[src/rtl/imem_program_loader.sv]
// -----------------------------------------------------------------------------
// imem_program_loader
//
// Writer side of the CPU instruction memory. A host/debug link streams bytes
// over a valid/ready handshake; the loader assembles them into INSTR_W-bit
// instruction words and writes them into the DEPTH-entry instruction memory.
// The CPU is held in reset (cpu_hold) until an image has loaded cleanly.
//
// Stream format: one count byte N (0 means DEPTH, N > DEPTH is an error),
// then N little-endian 3-byte words {B2[0], B1, B0}; B2[7:1] must be zero.
//
// Optional feature: define LOADER_CHECKSUM_EN to require one trailing byte
// equal to the XOR of every byte accepted since start (count byte included).
//
// Ports:
//   clk       in   system clock
//   rst       in   asynchronous active-low reset
//   start     in   single-cycle request to begin a load (IDLE/DONE/ERR only)
//   in_valid  in   byte on in_data is valid
//   in_data   in   stream byte
//   in_ready  out  loader accepts a byte this cycle
//   wr_en     out  instruction-memory write strobe (one cycle per word)
//   wr_addr   out  write address
//   wr_data   out  write data
//   cpu_hold  out  1 = keep the CPU in reset
//   done      out  image loaded successfully
//   error     out  load aborted on a format error
// -----------------------------------------------------------------------------
module imem_program_loader #(
    parameter int INSTR_W = 17,
    parameter int ADDR_W  = 6,
    parameter int DEPTH   = 64
) (
    input  logic               clk,
    input  logic               rst,
    input  logic               start,
    input  logic               in_valid,
    input  logic [7:0]         in_data,
    output logic               in_ready,
    output logic               wr_en,
    output logic [ADDR_W-1:0]  wr_addr,
    output logic [INSTR_W-1:0] wr_data,
    output logic               cpu_hold,
    output logic               done,
    output logic               error
);

    localparam int               CNT_W    = ADDR_W + 1;
    localparam logic [7:0]       MAX_N    = 8'(DEPTH);
    localparam logic [CNT_W-1:0] FULL_CNT = CNT_W'(DEPTH);
    localparam logic [CNT_W-1:0] ONE_CNT  = CNT_W'(1);

    typedef enum logic [3:0] {
        S_IDLE  = 4'd0,
        S_COUNT = 4'd1,
        S_B0    = 4'd2,
        S_B1    = 4'd3,
        S_B2    = 4'd4,
        S_WRITE = 4'd5,
        S_DONE  = 4'd6,
        S_ERR   = 4'd7
`ifdef LOADER_CHECKSUM_EN
        , S_CHK = 4'd8
`endif
    } state_t;

    state_t               state_q, state_d;
    logic [ADDR_W-1:0]    addr_q, addr_d;
    logic [CNT_W-1:0]     rem_q, rem_d;
    logic [7:0]           b0_q, b0_d;
    logic [7:0]           b1_q, b1_d;
    logic                 in_ready_q, in_ready_d;
    logic                 wr_en_q, wr_en_d;
    logic [ADDR_W-1:0]    wr_addr_q, wr_addr_d;
    logic [INSTR_W-1:0]   wr_data_q, wr_data_d;
    logic                 cpu_hold_q, cpu_hold_d;
    logic                 done_q, done_d;
    logic                 error_q, error_d;
    logic                 accept_s;
`ifdef LOADER_CHECKSUM_EN
    logic [7:0]           csum_q, csum_d;

    // Running XOR checksum update for one accepted byte.
    function automatic logic [7:0] csum_update(input logic [7:0] acc, input logic [7:0] b);
        return acc ^ b;
    endfunction
`endif

    // in_ready_q always mirrors the current state, so this is the handshake.
    assign accept_s = in_valid & in_ready_q;

    // Next-state, datapath and registered-output decode.
    always_comb begin
        state_d   = state_q;
        addr_d    = addr_q;
        rem_d     = rem_q;
        b0_d      = b0_q;
        b1_d      = b1_q;
        wr_en_d   = 1'b0;
        wr_addr_d = wr_addr_q;
        wr_data_d = wr_data_q;
`ifdef LOADER_CHECKSUM_EN
        csum_d    = csum_q;
        if (accept_s) begin
            csum_d = csum_update(csum_q, in_data);
        end else begin
            csum_d = csum_q;
        end
`endif
        case (state_q)
            S_IDLE, S_DONE, S_ERR: begin
                if (start) begin
                    state_d = S_COUNT;
`ifdef LOADER_CHECKSUM_EN
                    csum_d  = 8'd0;
`endif
                end else begin
                    state_d = state_q;
                end
            end
            S_COUNT: begin
                if (!accept_s) begin
                    state_d = S_COUNT;
                end else if (in_data > MAX_N) begin
                    state_d = S_ERR;
                end else begin
                    rem_d   = (in_data == 8'd0) ? FULL_CNT : in_data[CNT_W-1:0];
                    addr_d  = '0;
                    state_d = S_B0;
                end
            end
            S_B0: begin
                if (accept_s) begin
                    b0_d    = in_data;
                    state_d = S_B1;
                end else begin
                    state_d = S_B0;
                end
            end
            S_B1: begin
                if (accept_s) begin
                    b1_d    = in_data;
                    state_d = S_B2;
                end else begin
                    state_d = S_B1;
                end
            end
            S_B2: begin
                if (!accept_s) begin
                    state_d = S_B2;
                end else if (in_data[7:1] != 7'd0) begin
                    // Malformed top byte: abort before anything reaches memory.
                    state_d = S_ERR;
                end else begin
                    wr_en_d   = 1'b1;
                    wr_addr_d = addr_q;
                    wr_data_d = INSTR_W'({in_data[0], b1_q, b0_q});
                    state_d   = S_WRITE;
                end
            end
            S_WRITE: begin
                // Address wraps only after the last word of a full image.
                addr_d = addr_q + ADDR_W'(1);
                rem_d  = rem_q - ONE_CNT;
                if (rem_q == ONE_CNT) begin
`ifdef LOADER_CHECKSUM_EN
                    state_d = S_CHK;
`else
                    state_d = S_DONE;
`endif
                end else begin
                    state_d = S_B0;
                end
            end
`ifdef LOADER_CHECKSUM_EN
            S_CHK: begin
                if (!accept_s) begin
                    state_d = S_CHK;
                end else if (in_data == csum_q) begin
                    state_d = S_DONE;
                end else begin
                    state_d = S_ERR;
                end
            end
`endif
            default: begin
                state_d = S_ERR;
            end
        endcase

        // Status outputs are decoded from the next state so they register
        // in step with the state itself.
        in_ready_d = (state_d == S_COUNT) || (state_d == S_B0) ||
                     (state_d == S_B1)    || (state_d == S_B2)
`ifdef LOADER_CHECKSUM_EN
                     || (state_d == S_CHK)
`endif
                     ;
        cpu_hold_d = (state_d != S_DONE);
        done_d     = (state_d == S_DONE);
        error_d    = (state_d == S_ERR);
    end

    // State, datapath and output registers with asynchronous active-low reset.
    always_ff @(posedge clk or negedge rst) begin
        if (!rst) begin
            state_q    <= S_IDLE;
            addr_q     <= '0;
            rem_q      <= '0;
            b0_q       <= 8'd0;
            b1_q       <= 8'd0;
            in_ready_q <= 1'b0;
            wr_en_q    <= 1'b0;
            wr_addr_q  <= '0;
            wr_data_q  <= '0;
            cpu_hold_q <= 1'b1;
            done_q     <= 1'b0;
            error_q    <= 1'b0;
`ifdef LOADER_CHECKSUM_EN
            csum_q     <= 8'd0;
`endif
        end else begin
            state_q    <= state_d;
            addr_q     <= addr_d;
            rem_q      <= rem_d;
            b0_q       <= b0_d;
            b1_q       <= b1_d;
            in_ready_q <= in_ready_d;
            wr_en_q    <= wr_en_d;
            wr_addr_q  <= wr_addr_d;
            wr_data_q  <= wr_data_d;
            cpu_hold_q <= cpu_hold_d;
            done_q     <= done_d;
            error_q    <= error_d;
`ifdef LOADER_CHECKSUM_EN
            csum_q     <= csum_d;
`endif
        end
    end

    assign in_ready = in_ready_q;
    assign wr_en    = wr_en_q;
    assign wr_addr  = wr_addr_q;
    assign wr_data  = wr_data_q;
    assign cpu_hold = cpu_hold_q;
    assign done     = done_q;
    assign error    = error_q;

endmodule

[config.mk]
export PLATFORM = sky130hd
export DESIGN_NAME = imem_program_loader
export DESIGN_NICKNAME = d
export VERILOG_FILES = /design/src/rtl/imem_program_loader.sv
export SDC_FILE = /design/constraint.sdc
export NUM_CORES = 1
export LEC_CHECK = 0
export CAP_MARGIN = 20
export CORE_ASPECT_RATIO = 2
export CORE_MARGIN = 3
export CORE_UTILIZATION = 35
export CTS_BUF_LIST = sky130_fd_sc_hd__clkbuf_8
export DETAILED_ROUTE_END_ITERATION = 10
export PLACE_DENSITY = 0.62
export RECOVER_POWER = 50
export SYNTH_ARGS = -nofsm -noshare
export SYNTH_HDL_FRONTEND = slang
export SYNTH_SLANG_ARGS = --single-unit
[constraint.sdc]
create_clock -name clk -period 1.7 [get_ports clk]
set_input_delay 0.255 -clock clk [delete_from_list [all_inputs] [get_ports clk]]
set_output_delay 0.255 -clock clk [all_outputs]
set_load 0.005 [all_outputs]
Word-level counts from Yosys, hierarchy flattened
Index checks and enable logic that the tools add are counted.
Widths: inputs -> output; s select.
{ "word_totals": {"regBits": 61, "out_inout_bits": 28} }
{ "classes": {"n_addsub": 2, "magnitude_cmp": 1, "n_eq_ne": 17, "muxes": 19, "n_bitwise": 2, "reduce_logical": 12} }
{ "ops": {"columns": ["cell", "count"], "rows": [
  ["$eq 4x3->1 const B", 7],
  ["$pmux 4 s6", 1],
  ["$mux 7", 3],
  ["$eq 4x2->1 const B", 4],
  ["$pmux 7 s2", 1],
  ["$mux 3", 4],
  ["$mux 6", 2],
  ["$pmux 6 s2", 1],
  ["$eq 4x1->1 const B", 2],
  ["$gt 8x7->1 const B", 1],
  ["$logic_not 8->1", 1],
  ["$eq 7x1->1 const B", 1],
  ["$reduce_bool 7->1", 1],
  ["$sub 7x1->7 const B", 1],
  ["$add 6x1->6 const B", 1],
  ["$reduce_and 3->1", 2],
  ["$logic_not 4->1", 1],
  ["$mux 1", 4],
  ["$mux 2", 2],
  ["$mux 4", 1],
  ["$ne 2x2->1 const B", 2],
  ["$ne 4x3->1 const B", 1],
  ["$reduce_and 2->1", 2],
  ["$logic_or 1x1->1", 3],
  ["4 further kinds", 4]
]} }

Longest topological paths before layout
{ "logic_depth": {"ltp_word": 8, "mapped_depth": 7} }

Least setup slack after synthesis
OpenSTA, ideal clock, no wires.
{ "synth_path": {"path_type": "register to register", "startpoint": "reg state_q[1]", "endpoint": "reg wr_data_q[16], in the netlist wr_data[16]", "t_arrival_ns": 1.582, "t_required_ns": 1.575, "setup_slack_ns": -0.007, "path_stages_with_launch": 7, "path_buffers": 3, "period_less_slack_ns": 1.707, "path_cell_list": "dfrtp_1 > buf_4 > nor4_2 > and4_1 > buf_4 > buf_6 > mux2_2"} }
{ "synth_between": {"elab_chain_len": 2} }
{ "synth_lines": {"columns": ["element", "line", "text"], "rows": [
  ["from (decl)", "67", "state_t state_q, state_d;"],
  ["from (signal assigned)", "223", "state_q <= state_d;"],
  ["$eq 4x3->1", "110", "case (state_q)"],
  ["$reduce_and 3->1 (no source line)", null, null],
  ["to (signal assigned)", "231", "wr_data_q <= wr_data_d;"],
  ["to (decl)", "75", "logic [INSTR_W-1:0] wr_data_q, wr_data_d;"]
]} }
No other way between the ends.
A chain may end at the register's enable or synchronous reset.

Final worst setup path
{ "layout_path": {"startpoint": "in in_data[7]", "endpoint": "reg rem_q[5]"} }
{ "layout_between": {"elab_chain_len": 5, "word_cells_on_any_way": 8, "cone_classes": "order compare (1); eq/ne (1); mux (4); reduce/logical (2)"} }
{ "layout_lines": {"columns": ["element", "line", "text"], "rows": [
  ["from (decl)", "38", "input logic [7:0] in_data,"],
  ["parallel branches: the longest is 5 deep, another holds $gt 8x7->1", null, null],
  ["to (signal assigned)", "225", "rem_q <= rem_d;"],
  ["to (decl)", "69", "logic [CNT_W-1:0] rem_q, rem_d;"]
]} }
Parallel ways; which one is timed is not known. The select of a mux whose other input is x is not followed.

==> run_results.csv <==
group,metric,value,unit
sta,rsz0062_at_grt,"true",
worst_setup_path,critical_path_class,"input port to flip-flop",
clocking,ctsLongestPathBuffers,2,
global_routing,track_usage,15.02,%
detailed_routing,vias_per_cell,5.005,
sta,finalSetupViolCount,0,
detailed_routing,vias,1937,
worst_setup_path,cp_data_arrival_time,1960,ps
hold_path,min_path_type,"flip-flop to flip-flop",
placed_design,port_buffers,39,
yosys,yosys_warnings,0,
global_routing,grt_most_used_layer,"met2",
yosys,synth_seq_cells,61,
sta,min_period,1671,ps
yosys,yosysTopAreaCell,"dfrtp_1",
run,max_cap_viol_count,0,
floorplan,dieHeight,131.1,um
yosys,synth_edf_count,0,
floorplan,initial_core_util,36.02,%
floorplan,fp.dieW,68.54,um
worst_setup_path,crit_path_end,"rem_q[5]",
yosys,synthFlopType,"dfrtp_1",
yosys,yosysUniqueCellTypes,50,
placed_design,routabilityCongestion,0.7945,
yosys,syn_nets,228,
worst_setup_path,critPathMaxFanout,6,
pwr,p_leak,1.736,nW
global_routing,use_met3,4.266,%
clocking,cts_tree,"built",
global_routing,antenna_found_initial,0,
cells_and_area,n_antenna_cell,0,
yosys,post-synth-top-count-cell,"dfrtp_1",
run_status,outcome,"finished clean",
sta,skew,7.248,ps
detailed_routing,wirelength,5991,um
worst_setup_path,crit_start,"in_data[7]",
worst_setup_path,rr_worst_depth,4,
worst_setup_path,critPathSlowestCell,"clkdlybuf4s50_1",
cells_and_area,nets,303,
yosys,synthTopCellsByCount,"dfrtp_1, mux2_2, nor2_1, nand2_1, a21oi_1",
worst_setup_path,critPathRequiredTime,1990,ps
yosys,synth.area.top_cells,"dfrtp_1, mux2_2, mux2_1",
clocking,clock-root-buffer,"clkbuf_8",
global_routing,grt_max_degree,62,
cells_and_area,fin_area,0.003782,mm2
worst_setup_path,critPathCaptureType,"flip-flop",
worst_setup_path,timing.critical_path.slowest_cell_delay,520,ps
sta,max_freq,598.6,MHz
placed_design,placed_area,0.003423,mm2
sta,maxSlewHeadroom,45.40,%
worst_setup_path,rr_endpoint,"wr_data[0]",
yosys,postSynthCellCount,213,
global_routing,grt-ovfl-total,0,
detailed_routing,wl_per_cell,15.48,um
clocking,cts_made_buffers,9,
sta,worstMarginPinSlew,819.0,ps
pwr,vdd_ir_drop_max,0.5865,mV
detailed_routing,drtPass1Iterations,4,
floorplan,io_pins,40,
worst_setup_path,crit_chain,"clkdlybuf4s50_1, nor4_4, a21o_1, nand2b_4, buf_4, a21oi_1, o221a_1",
pwr,total_power,0.004858,W
global_routing,gr-usage-met1,15.67,%
worst_setup_path,start_kind,"input port",
detailed_routing,ant_nets,0,
cells_and_area,drive_gt1_share,36.18,%
global_routing,grt_pass1_wl,9694,um
placed_design,dp_hpwl,4369,um
yosys,synth_area,0.002738,mm2
clocking,cts_sinks,61,
yosys,async_reset_ff_share,100.0,%
cells_and_area,fillers,688,
global_routing,grt_pass1_vias,2036,
clocking,clk_latency,350,ps
yosys,synth-seq-area-share,55.80,%
floorplan,rows,45,
clocking,clk_pin_slew_worst_paths,70,ps
floorplan,die_area,0.008983,mm2
sta,finalHoldViolCount,0,
detailed_routing,drc,0,
cells_and_area,synthToLayoutAreaGrowth,38.16,%
sta,period_share,98.27,%
worst_setup_path,reg2reg_slack,30,ps
worst_setup_path,regToRegStartpoint,"state_q[0]",
cells_and_area,seq_area,0.001531,mm2
yosys,synth_area_per_cell,12.85,um2
clocking,cts.htree.levels,3,
floorplan,core,0.007601,mm2
global_routing,use_met2,25.69,%
detailed_routing,dr.first_iter.drc_count,127,
cells_and_area,multi_input_area,0.001192,mm2
pwr,power_density,1284,mW/mm2
yosys,netlist.area_leader.share,54.84,%
sta,drv_slew,0,
critical path, delay by kind of cell:
| family | cells | cell delay, ps |
|---|---|---|
| AND/OR/NAND/NOR | 2 | 480 |
| buffers and inverters | 2 | 660 |
| AO/OA/AOI/OAI | 3 | 560 |
report_power, final:
group	total, W	internal (W)	switching, W
Clock	0.00159	0.000980	0.000611
Combinational	0.00111	0.000635	0.000479
Sequential	0.00215	0.00183	0.000322
Total	0.00486	0.00345	0.00141
worst min path at each step:
stage / start / cells after the start / slack [ps] / to
floorplan: rst / 0 / -40 / addr_q[0]
detailed placement: rst / 2 / 290 / b1_q[3]
CTS: rst / 3 / 440 / b1_q[3]
global placement: rst / 2 / 290 / b1_q[3]
global route: wr_data[5] / 1 / 510 / wr_data[5]
finish: b1_q[5] / 1 / 490 / wr_data[13]
cells by family after synthesis:
logic type,after synthesis,synth area share (%)
other,1,0.1370
xor gates and xnor gates,5,1.600
muxes,45,18.24
buffers and inverters,12,3.290
and+or+nand+nor,58,12.52
AOI/OAI and AO/OA,28,7.038
adders and majority gates,3,1.371
DFF,61,55.80
metrics by stage:
stage / worst slack, ps / instances / hold WS, ps / setup TNS, ps / utilization, %
finish: 29.49 / 387 / 491.7 / 0 / 49.76
global route: -58.22 / 387 / 510.0 / -432.5 / 49.76
CTS: -10.12 / 386 / 440.3 / -83.25 / 49.00
detailed placement: -481.4 / 368 / 288.1 / -16780 / 45.04
global placement: -452.6 / 368 / 287.9 / -15830 / 45.04
floorplan: 8.112 / 213 / -40.59 / 0 / -
placed cells by master (no fill, tap or decap), types with 2 or more instances in the layout:
cell type	synthesis	layout
dfrtp_1	60	57
clkdlybuf4s50_1	0	37
mux2_2	31	31
buf_4	3	30
nor2_1	14	12
nand2_1	12	11
clkbuf_8	0	9
a21oi_1	9	8
mux2_1	8	8
mux2i_1	6	6
nand3_1	5	4
xor2_1	4	4
nand2b_4	1	3
nor2b_1	3	3
nand4_1	3	3
o21ai_0	3	3
o211ai_1	3	3
ha_1	3	3
bufinv_16	0	3
buf_12	0	3
dfrtp_2	0	3
nor4_4	0	2
nor2_2	0	2
a21o_1	2	2
and2_1	2	2
inv_1	2	2
clkinvlp_4	0	2
cell type report:
| cell class | count | share of cell area (%) |
|---|---|---|
| timing repair buffer | 74 | 18.16 |
| clock inverter | 7 | 3.242 |
| inverter | 2 | 0.1985 |
| tap | 94 | 3.109 |
| multi-input combinational | 140 | 31.52 |
| sequential | 61 | 40.49 |
| clock buffer | 9 | 3.275 |
sequential cells by signal (all words and copies together) (netlist names), 4 cells and up:
name     flops
addr_q       6
wr_data     17
b0_q         8
b1_q         8
state_q      4
wr_addr      6
rem_q        7
what timing repair did:
action,in CTS,in global routing
hold buffers,1,0
cloned,0,0
setup endpoints to repair,26,29
hold endpoints to repair,60,0
pin swaps,1,2
gates resized for setup,13,13
setup buffers,1,1
metal layers:
metal	vias up	part of all wire [%]	wire [um]
met5	-	0	0
met4	0	3.4	204
met3	12	3.3	199
met2	47	56	3334
met1	969	38	2253
li1	909	-	-
Power figures use the tool's default switching activity.
